$ cat src/rtl/shift_unit_pkg.sv
// Shared constants and helpers for the shift unit.
package shift_unit_pkg;

  localparam int unsigned DATA_W = 32;
  localparam int unsigned DIST_W = 5;

  // Bidirectional-path direction encodings
  localparam logic DIR_LEFT  = 1'b0;
  localparam logic DIR_RIGHT = 1'b1;

  // Mirror a word so a left shift can reuse the right-shift barrel
  function automatic logic [DATA_W-1:0] bit_reverse(input logic [DATA_W-1:0] value);
    logic [DATA_W-1:0] rev;
    rev = '0;
    for (int i = 0; i < DATA_W; i++) begin
      rev[i] = value[DATA_W-1-i];
    end
    return rev;
  endfunction

endpackage

$ cat src/rtl/shift_stage.sv
// One barrel stage: conditionally shift right by 2^K, filling with 'fill'.
module shift_stage
  import shift_unit_pkg::*;
#(
  parameter int unsigned K = 0
) (
  input  logic [DATA_W-1:0] data,
  input  logic              en,
  input  logic              fill,
  output logic [DATA_W-1:0] result
);

  localparam int unsigned Amt = 1 << K;

  // Select between pass-through and the shifted word
  always_comb begin
    result = data;
    if (en) begin
      result = {{Amt{fill}}, data[DATA_W-1:Amt]};
    end
  end

endmodule

$ cat src/rtl/shift_unit.sv
// Combinational SLL/SRA and SRL barrel shifters with a one-cycle registered result.
module shift_unit
  import shift_unit_pkg::*;
(
  input  logic              clock,
  input  logic              reset_n,
  input  logic              in_valid,
  input  logic [DATA_W-1:0] data,
  input  logic [DIST_W-1:0] distance,
  input  logic              direction,
  input  logic              sel_logical,
  output logic [DATA_W-1:0] ashift_out,
  output logic [DATA_W-1:0] lshift_out,
  output logic              out_valid,
  output logic [DATA_W-1:0] out_result
);

  logic              is_left;
  logic              a_fill;
  logic [DATA_W-1:0] a_chain [DIST_W+1];
  logic [DATA_W-1:0] l_chain [DIST_W+1];

  logic              out_valid_q;
  logic [DATA_W-1:0] out_result_q, out_result_d;

  assign is_left = (direction == DIR_LEFT);
  // Left shifts run through the right barrel on a mirrored word, so the fill must be zero
  assign a_fill  = is_left ? 1'b0 : data[DATA_W-1];

  // Prepare barrel inputs: mirrored word for left shifts, raw word otherwise
  always_comb begin
    a_chain[0] = is_left ? bit_reverse(data) : data;
    l_chain[0] = data;
  end

  for (genvar k = 0; k < DIST_W; k++) begin : g_stage
    shift_stage #(
      .K(k)
    ) u_a_stage (
      .data  (a_chain[k]),
      .en    (distance[k]),
      .fill  (a_fill),
      .result(a_chain[k+1])
    );

    shift_stage #(
      .K(k)
    ) u_l_stage (
      .data  (l_chain[k]),
      .en    (distance[k]),
      .fill  (1'b0),
      .result(l_chain[k+1])
    );
  end

  // Undo the mirroring for left shifts and drive the combinational outputs
  always_comb begin
    ashift_out = is_left ? bit_reverse(a_chain[DIST_W]) : a_chain[DIST_W];
    lshift_out = l_chain[DIST_W];
  end

  // Pick the path to capture; hold the old value when no operand is presented
  always_comb begin
    out_result_d = out_result_q;
    if (in_valid) begin
      out_result_d = sel_logical ? lshift_out : ashift_out;
    end
  end

  // Output registers
  always_ff @(posedge clock or negedge reset_n) begin
    if (!reset_n) begin
      out_valid_q  <= 1'b0;
      out_result_q <= '0;
    end else begin
      out_valid_q  <= in_valid;
      out_result_q <= out_result_d;
    end
  end

  assign out_valid  = out_valid_q;
  assign out_result = out_result_q;

endmodule

$ cat config.mk
export PLATFORM = sky130hd
export DESIGN_NAME = shift_unit
export DESIGN_NICKNAME = d
export VERILOG_FILES = /design/src/rtl/shift_unit_pkg.sv /design/src/rtl/shift_stage.sv /design/src/rtl/shift_unit.sv
export SDC_FILE = /design/constraint.sdc
export NUM_CORES = 1
export LEC_CHECK = 0
export CAP_MARGIN = 5
export CORE_MARGIN = 5
export CORE_UTILIZATION = 58
export DETAILED_ROUTE_END_ITERATION = 7
export PLACE_DENSITY = 0.88
export SLEW_MARGIN = 5
export SYNTH_ARGS = -nofsm -noshare
export SYNTH_HDL_FRONTEND = slang
export SYNTH_SLANG_ARGS = --single-unit
$ cat constraint.sdc
create_clock -name clock -period 5.9 [get_ports clock]
set_input_delay 1.18 -clock clock [delete_from_list [all_inputs] [get_ports clock]]
set_output_delay 1.18 -clock clock [all_outputs]
set_load 0.02 [all_outputs]
# Yosys cells after proc, flatten, opt, wreduce, memory -nomap -nowiden
# Cells that the tools add are included.
# totals
regBits	33
latch_bits	0
ram_bits	0
rom_bits	0
wordCells	16
n_memories	0
# op_classes
n_addsub	0
n_mul	0
div	0
n_lt_le_gt_ge	0
n_eq_ne	0
n_shift	0
mux	14
bitwise_logic	0
reduce_logical	0
# ops
operator	count
$mux 32	13
$mux 1	1

# Depth between registers and ports, before layout
# Gate-level depths: netlist of the first run.
# depth
word_depth	8
ltp_mapped	11

# Modules after synthesis
# Synthesis of the first run repeated with hierarchy kept, for this count alone.
# unflattened
cells_unflattened	579
hier_area_um2	7876.3
# by_module_without_submodules
mod	instances	cells_per_inst	area_each_um2	seq_area_each_um2
shift_stage at g_stage[0].u_a_stage ...	8	36	544.3	0.0
shift_unit	1	217	2423.6	825.8
shift_stage at g_stage[4].u_a_stage ...	2	37	549.3	0.0

# Worst setup path before layout of the first run
# OpenSTA, ideal clock, no wires.
# synth_path
kind	input to output
startpoint	input port distance[0]
endpoint	output port ashift_out[28]
t_arrival_ns	3.229
required_time_ns	4.720
slack_ns	1.491
stages	8
n_path_buf	3
path_cell_list	buf_4 -> buf_2 -> buf_2 -> mux4_2 -> nand2_1 -> a31oi_1 -> a221o_1 -> mux4_2
# synth_via
elab_chain_cells	6
# synth_lines
element	line_no	rtl
start: declaration	shift_unit.sv:9	input logic [DIST_W-1:0] distance,
$mux 32 (5 in a row)	shift_stage.sv:18	if (en) begin
$mux 32	shift_unit.sv:58	ashift_out = is_left ? bit_reverse(a_chain[DIST_W]) : a_chain[DIST_W];
end: declaration	shift_unit.sv:12	output logic [DATA_W-1:0] ashift_out,
# Every way passes these cells.

# Final worst setup path of the first run
# layout_path
startpoint	input port data[4]
endpoint	output port ashift_out[20]
# layout_via
elab_chain_cells	7
# layout_lines
element	line_no	rtl
start: declaration	shift_unit.sv:8	input logic [DATA_W-1:0] data,
$mux 32	shift_unit.sv:32	a_chain[0] = is_left ? bit_reverse(data) : data;
$mux 32 (5 in a row)	shift_stage.sv:18	
$mux 32	shift_unit.sv:58	
# Every way passes these cells.

==> results.ini, run 1 <==
[logic_synthesis]
ys_seq_area_frac = 0.121
yosysTopAreaCell = mux4_2
synth_simple_gate_area_frac = 0.155
synth_fa_ha_area_frac = 0
synth.distinct_cells = 70
ys_warn_count = 0
synthMuxAreaShare = 0.437
synth-compound-area-share = 0.213
synth_top_area_share = 0.261
ys_async_sr_fraction = 1.00
synth_area_mm2 = 0.00682
yosys-top-cells-area = mux4_2, dfrtp_1, mux2_2, mux2i_1, nand2_1
synth_top_family_by_area = multiplexers
synth-xor-area-share = 0.00128
synth_fp_nets = 786
ys.flop_type = dfrtp_1
ys_seq_elements = 33
syn_area_per_cell_um2 = 9.17
synth_edf_count = 0
synthCells = 744

[drt]
detail_route.vias_per_cell = 7.85
vias = 7657
dr.pass1.iters = 8
drc = 0
antenna_left = 0
drt-total-wl_mm = 28.7
first_iter_violations = 1418
wire_per_inst_um = 29.4

[setup_path]
r2r_setup_slack_ps = 4970
reg2reg_depth = 2
arrival_ps = 4540
worstPathMaxFanout = 11
end_kind = output pin
cp.required_ps = 4720
r2r_end = out_result[25]
start_kind = input pin
worstSetupPathType = input pin to output pin
r2r-start = out_result[25]

[clock_tree]
tritoncts = built
numCtsBuffers = 5
ctsLongestPathBuffers = 2
cts.root.buffer_cell = clkbuf_16
postCtsHoldBufs = 0
worstSkewPairLatency_ps = 280
cts_resized = 0
clkSinkCount = 33
cts.clk_slew.worst_paths_ps = 60
cts_setup_buffers = 0
h-tree-depth = 2

[hold_path]
whs_path_depth = 1
min_from = out_result[2]
hold_path.class = flip-flop to flip-flop
min_to = out_result[2]

[die]
core.rowCount = 39
pin_count = 139
initial_core_util = 0.595
die_w_um = 118
core-area_mm2 = 0.0115
die_area_mm2 = 0.0140
die_y_um = 118

[finish]
nets = 873
syn2layout_area_growth_pct = 21.7
final_cell_mix = clkdlybuf4s50_1, mux4_2, nand2_1
layout_commonest_cell = clkdlybuf4s50_1
final_area_mm2 = 0.00830
drive_gt1_frac = 0.216
antenna_cells = 0

[power]
cellPowerDensity_mw_per_mm2 = 190
leakage_nw = 3.15
ir_drop_uv = 236

[sta]
timing.fmax_mhz = 175
hold_viol = 0
setup_viol = 0
slew_headroom = 0.211
clock_skew_ps = 0
fin_crit_sh = 0.969
totalNegativeSetupSlack_ps = 0
timing.final.crit_period_ps = 5720
rsz0062_at_grt = no
finalMaxSlewViolations = 0
worst_pin_slew_ps = 1180
holdWs_ps = 490

[flow_run]
max_cap_violations = 0

[grt]
gr-total-overflow = 0
grt_start_max_net_pins = 60
grt_pass1_vias = 7208
grt_pass1_wl_mm = 44.1
grt_use_total = 0.395
antenna_found_initial = 0

[place]
place_congestion = 1.12
portBuffers = 138
hpwl_mm = 22.4
placed_cell_area_mm2 = 0.00813

[run_status]
status = complete, no violations

-- how the worst max path moves through the flow --
stage / startpoint / end / slack, ps / cells past startpoint
after floorplan: distance[0] / ashift_out[28] / 1490 / 8
after global placement: data[4] / ashift_out[20] / 400 / 8
after detailed placement: data[4] / ashift_out[20] / 280 / 8
after CTS: data[4] / ashift_out[20] / 290 / 8
after global routing: data[4] / ashift_out[20] / 200 / 8
final: data[4] / ashift_out[20] / 180 / 8
-- where the power goes --
part           internal [mW]  switching, mW  leakage [nW]  total [mW]
Clock                  0.211         0.0985        0.0841       0.309
Combinational          0.429          0.566          2.67       0.995
Sequential             0.258         0.0175         0.402       0.275
Total                  0.898          0.682          3.15        1.58
-- synthesized netlist by cell type (12+ instances only) --
cell	number
buf_4	12
a21oi_1	27
mux2i_1	48
mux4_2	79
and2_1	13
a31oi_1	18
mux2_2	44
o22ai_1	19
clkbuf_1	40
nor3_1	22
buf_2	22
nand3_1	14
nor2_1	58
nand2_1	73
dfrtp_1	33
o21ai_0	24
-- flip-flops by register name (all words and copies together), names as in the netlist --
name        flops
out_result     32
out_valid       1
-- kinds of logic (layout without fill, tap and decap cells) --
group,Yosys count,in the layout
multiplexers,180,180
XOR/XNOR,1,1
AND/OR/NAND/NOR,227,227
flip-flops,33,33
buffers and inverters,99,187
AO/OA/AOI/OAI,204,204
-- critical path: stages --
cell and delay [ps]:
clkdlybuf4s50_1 630, mux4_1 690, mux4_2 550, nand2b_1 180, and2_1 200, o21ai_0 440
nor2_1 110, clkdlybuf4s50_1 560
-- stage by stage --
| step | std cells | setup slack [ps] | power [mW] | utilization |
|---|---|---|---|---|
| after floorplan | 744 | 1490 | 0.862 | - |
| after global placement | 967 | 396 | 1.22 | 0.709 |
| after detailed placement | 967 | 282 | 1.24 | 0.709 |
| after CTS | 975 | 288 | 1.55 | 0.724 |
| after global routing | 975 | 204 | 1.63 | 0.724 |
| final | 975 | 181 | 1.58 | 0.724 |
-- per-layer routing --
metal	vias up	part of all wire	track usage
li1	3158	-	-
met1	3597	0.35	0.523
met2	776	0.44	0.602
met3	126	0.14	0.0893
met4	0	0.071	0.223
met5	-	0	0
-- layout make-up --
| cell class | instances | area (um^2) |
|---|---|---|
| inverters | 12 | 45.0 |
| clock buffers | 7 | 143 |
| multi-input cells | 612 | 5500 |
| well taps | 143 | 179 |
| fillers | 859 | 3170 |
| repair buffers | 167 | 1580 |
| clock inverters | 1 | 30.0 |
| flip-flops and latches | 33 | 826 |
Note: power is estimated with default switching activity, not from simulation.
==> inputs of run 2 (changes only) <==
CORE_UTILIZATION = 65   (was 58)
DONT_BUFFER_PORTS = 1   (was unset)
PLACE_DENSITY = 0.8   (was 0.88)
==> results.ini, run 2 (same netlist as run 1, synthesis figures left out) <==
[run_status]
status = complete, no violations

[power]
netSwitchingPower_mw = 0.539
ir_drop_uv = 149
leakage_nw = 2.47
cellPowerDensity_mw_per_mm2 = 172
power_frac_comb = 0.569
p_int_mw = 0.605
pwr-share-seq = 0.280
power.share.clock = 0.152
total_power_mw = 1.14
swShare = 0.471

[sta]
hold_viol = 0
rsz0062_at_grt = no
setup_viol = 0
clock_skew_ps = 0
holdWs_ps = 569
slew_headroom = 0.246
finalMaxSlewViolations = 0
worst_pin_slew_ps = 1120
fin_crit_sh = 0.815
timing.final.crit_period_ps = 4810
totalNegativeSetupSlack_ps = 0
timing.fmax_mhz = 208

[grt]
grt_pass1_vias = 6354
grt_pass1_wl_mm = 40.3
grt_start_max_net_pins = 113
antenna_found_initial = 0
gr-total-overflow = 0
grt_use_total = 0.409

[die]
die_area_mm2 = 0.0126
core.rowCount = 37
die_y_um = 112
initial_core_util = 0.664
pin_count = 139
die_w_um = 112
core-area_mm2 = 0.0103

[setup_path]
arrival_ps = 3630
startpoint = distance[0]
start_kind = input pin
worstSetupPathType = input pin to output pin
end_kind = output pin
r2r-start = out_result[23]
worstPathMaxFanout = 76
cp.required_ps = 4720

[clock_tree]
cts.root.buffer_cell = clkbuf_8
numCtsBuffers = 5
h-tree-depth = 2
cts_setup_buffers = 0
cts.clk_slew.worst_paths_ps = 80
tritoncts = built
worstSkewPairLatency_ps = 290
postCtsHoldBufs = 0
ctsLongestPathBuffers = 2
clkSinkCount = 33
cts_resized = 0

[finish]
largest_reg_flops = 32
syn2layout_area_growth_pct = -2.24
final_area_mm2 = 0.00667
antenna_cells = 0
layout_commonest_cell = mux4_2
final_cell_mix = mux4_2, nand2_1, nor2_1
drive_gt1_frac = 0.225
nets = 711
utilization = 0.649

[hold_path]
hold_path.class = input pin to async pin

[drt]
first_iter_violations = 1176
dr.pass1.iters = 6
antenna_left = 0
drc = 0
drt-total-wl_mm = 26.7
detail_route.vias_per_cell = 8.61
vias = 6943
wire_per_inst_um = 33.1

[place]
place_congestion = 1.03
hpwl_mm = 20.1
portBuffers = 0
placed_cell_area_mm2 = 0.00658

[flow_run]
max_cap_violations = 0

[run 2: changes by cell type in the layout (fill, tap and decap cells not counted)]
cell,delta
bufinv_16,-1
clkbuf_8,+4
buf_4,-27
buf_2,-3
clkdlybuf4s50_1,-132
clkbuf_1,-1
clkinvlp_4,+1
clkbuf_16,-5
clkinv_2,+2
[run 2: layout make-up]
type	count	area, um^2
multi-input combinational	612	5500
timing repair buffer	5	37.5
tap	136	170
clock buffer	5	68.8
clock inverter	3	17.5
sequential	33	826
inverter	12	45.0
fill	837	3610
[run 2: critical path, cell delays in order]
cell	delay, ps
inv_1	670
mux2_2	450
nor2_1	270
o31ai_1	130
nor4_1	630
nor2_1	270
[run 2: per-layer routing]
metal / up-vias / global-route usage / part of all wire
li1: 2816 / - / -
met1: 3320 / 0.551 / 0.36
met2: 689 / 0.619 / 0.43
met3: 118 / 0.122 / 0.15
met4: 0 / 0.167 / 0.059
met5: - / 0 / 0
[run 2: final timing paths]
kind	slack, ps	depth (start not counted)	to
setup reg to reg	4860	2	out_result[23]
hold reg to reg	660	2	out_result[3]
max in group asynchronous	5240	0	out_result[19]
min in group clock	660	2	out_result[3]
hold / removal	570	0	out_result[2]
setup / recovery	1090	6	ashift_out[22]
[run 2: through the flow]
step | std cells | setup slack [ps]
5_1_grt | 806 | 1010
3_3_place_gp | 798 | 1280
3_5_place_dp | 798 | 1260
4_1_cts | 806 | 1250
2_1_floorplan | 744 | 1490
6_report | 806 | 1090
[run 2: power groups by stage]
| stage | logic (mW) | clock network, mW | registers, mW |
|---|---|---|---|
| floorplan | 0.546 | 0 | 0.317 |
| global placement | 0.618 | 0 | 0.323 |
| detailed placement | 0.626 | 0 | 0.324 |
| CTS | 0.629 | 0.173 | 0.320 |
| global route | 0.677 | 0.186 | 0.323 |
| finish | 0.650 | 0.173 | 0.320 |
==> inputs of run 3 (changes only) <==
CORE_UTILIZATION = 61   (was 65)
PLACE_DENSITY = 0.79   (was 0.8)
clock period = 4 ns   (was 5.9 ns; I/O delays follow)
==> results.ini, run 3 (same netlist as run 1, synthesis figures left out) <==
[clock_tree]
worstSkewPairLatency_ps = 300
cts_resized = 0
postCtsHoldBufs = 0
cts_setup_buffers = 0
tritoncts = built
clkSinkCount = 33
ctsLongestPathBuffers = 2
h-tree-depth = 2
cts.clk_slew.worst_paths_ps = 80
cts.root.buffer_cell = clkbuf_8
numCtsBuffers = 5

[finish]
final_cell_mix = mux4_2, nand2_1, nor2_1
final_area_mm2 = 0.00684
layout_commonest_cell = mux4_2
drive_gt1_frac = 0.250
largest_reg_flops = 32
syn2layout_area_growth_pct = 0.257
num-fill-cells = 925
fin_cells = 832
nets = 733
antenna_cells = 0

[grt]
grt_use_total = 0.412
busiest_layer = met2
grtUsageMet3 = 0.104
grt_pass1_wl_mm = 41.6
antenna_found_initial = 0
grt_use_met2 = 0.618
grt_pass1_vias = 6624
use_met1 = 0.554
grt_start_max_net_pins = 113
gr-total-overflow = 0

[sta]
totalNegativeSetupSlack_ps = 0
timing.fmax_mhz = 260
fin_crit_sh = 0.963
rsz0062_at_grt = no
worst_pin_slew_ps = 1220
slew_headroom = 0.183
setup_viol = 0
clock_skew_ps = 0
finalMaxSlewViolations = 0
hold_viol = 0
timing.final.crit_period_ps = 3850
holdWs_ps = 183

[die]
die_area_mm2 = 0.0134
initial_core_util = 0.626
core-area_mm2 = 0.0109
die_w_um = 116
core.rowCount = 38
pin_count = 139
die_y_um = 116

[place]
hpwl_mm = 21.2
portBuffers = 0
placed_cell_area_mm2 = 0.00675
place_congestion = 1.04
dp_cells = 824

[setup_path]
cp.required_ps = 3200
worstSetupPathType = input pin to output pin
end_kind = output pin
start_kind = input pin
arrival_ps = 3050
worstPathMaxFanout = 52

[hold_path]
hold_path.class = input pin to async pin

[flow_run]
max_cap_violations = 0

[power]
ir_drop_uv = 237
leakage_nw = 2.58
cellPowerDensity_mw_per_mm2 = 253

[drt]
vias = 7031
detail_route.vias_per_cell = 8.45
dr.pass1.iters = 6
wire_per_inst_um = 33.6
drt-total-wl_mm = 27.9
drc = 0
first_iter_violations = 1252
antenna_left = 0

[run_status]
status = complete, no violations

==> run 3: final cells by class <==
type | count | area, um^2 | share of cell area
multi-input combinational | 612 | 5500 | 0.805
tap | 140 | 175 | 0.0256
clock buffer | 5 | 68.8 | 0.0101
clock inverter | 3 | 17.5 | 0.00256
sequential | 33 | 826 | 0.121
timing repair buffer | 27 | 203 | 0.0296
inverter | 12 | 45.0 | 0.00659
==> run 3: path summary, 6_finish.rpt <==
| path | to | depth (start not counted) | slack (ps) | start |
|---|---|---|---|---|
| max in group asynchronous | out_result[31] | 0 | 3730 | reset_n |
| min in group clock | out_valid | 0 | 520 | in_valid |
| max | ashift_out[9] | 6 | 150 | distance[2] |
| min | out_result[1] | 0 | 180 | reset_n |
| min reg2reg | out_result[2] | 1 | 650 | out_result[2] |
| max reg2reg | out_result[23] | 2 | 2930 | out_result[23] |
==> run 3: critical path, cell delays in order <==
cell and delay (ps):
mux4_1 640, mux2_2 370, nor2_1 230, o31ai_1 120, o31ai_1 460, o21ai_0 400
==> run 3: per-layer routing <==
layer  part of all wire  up-vias  wire length [um]
met3               0.14      121              3940
met4              0.064        0              1780
met2               0.43      661             12100
met5                  0        -                 0
li1                   -     2864                 -
met1               0.36     3385             10100
==> run 3: where the power goes <==
part	internal, mW	leakage [nW]	switching [mW]
clock network	0.120	0.0439	0.141
logic	0.413	2.13	0.582
registers	0.379	0.402	0.0932
total	0.912	2.58	0.816
==> run 3: stage by stage <==
stage	total power [mW]	setup slack (ps)	utilization
2_1_floorplan	1.27	351	-
3_3_place_gp	1.42	277	0.620
3_5_place_dp	1.44	238	0.620
4_1_cts	1.69	248	0.628
5_1_grt	1.78	139	0.628
6_report	1.73	147	0.628
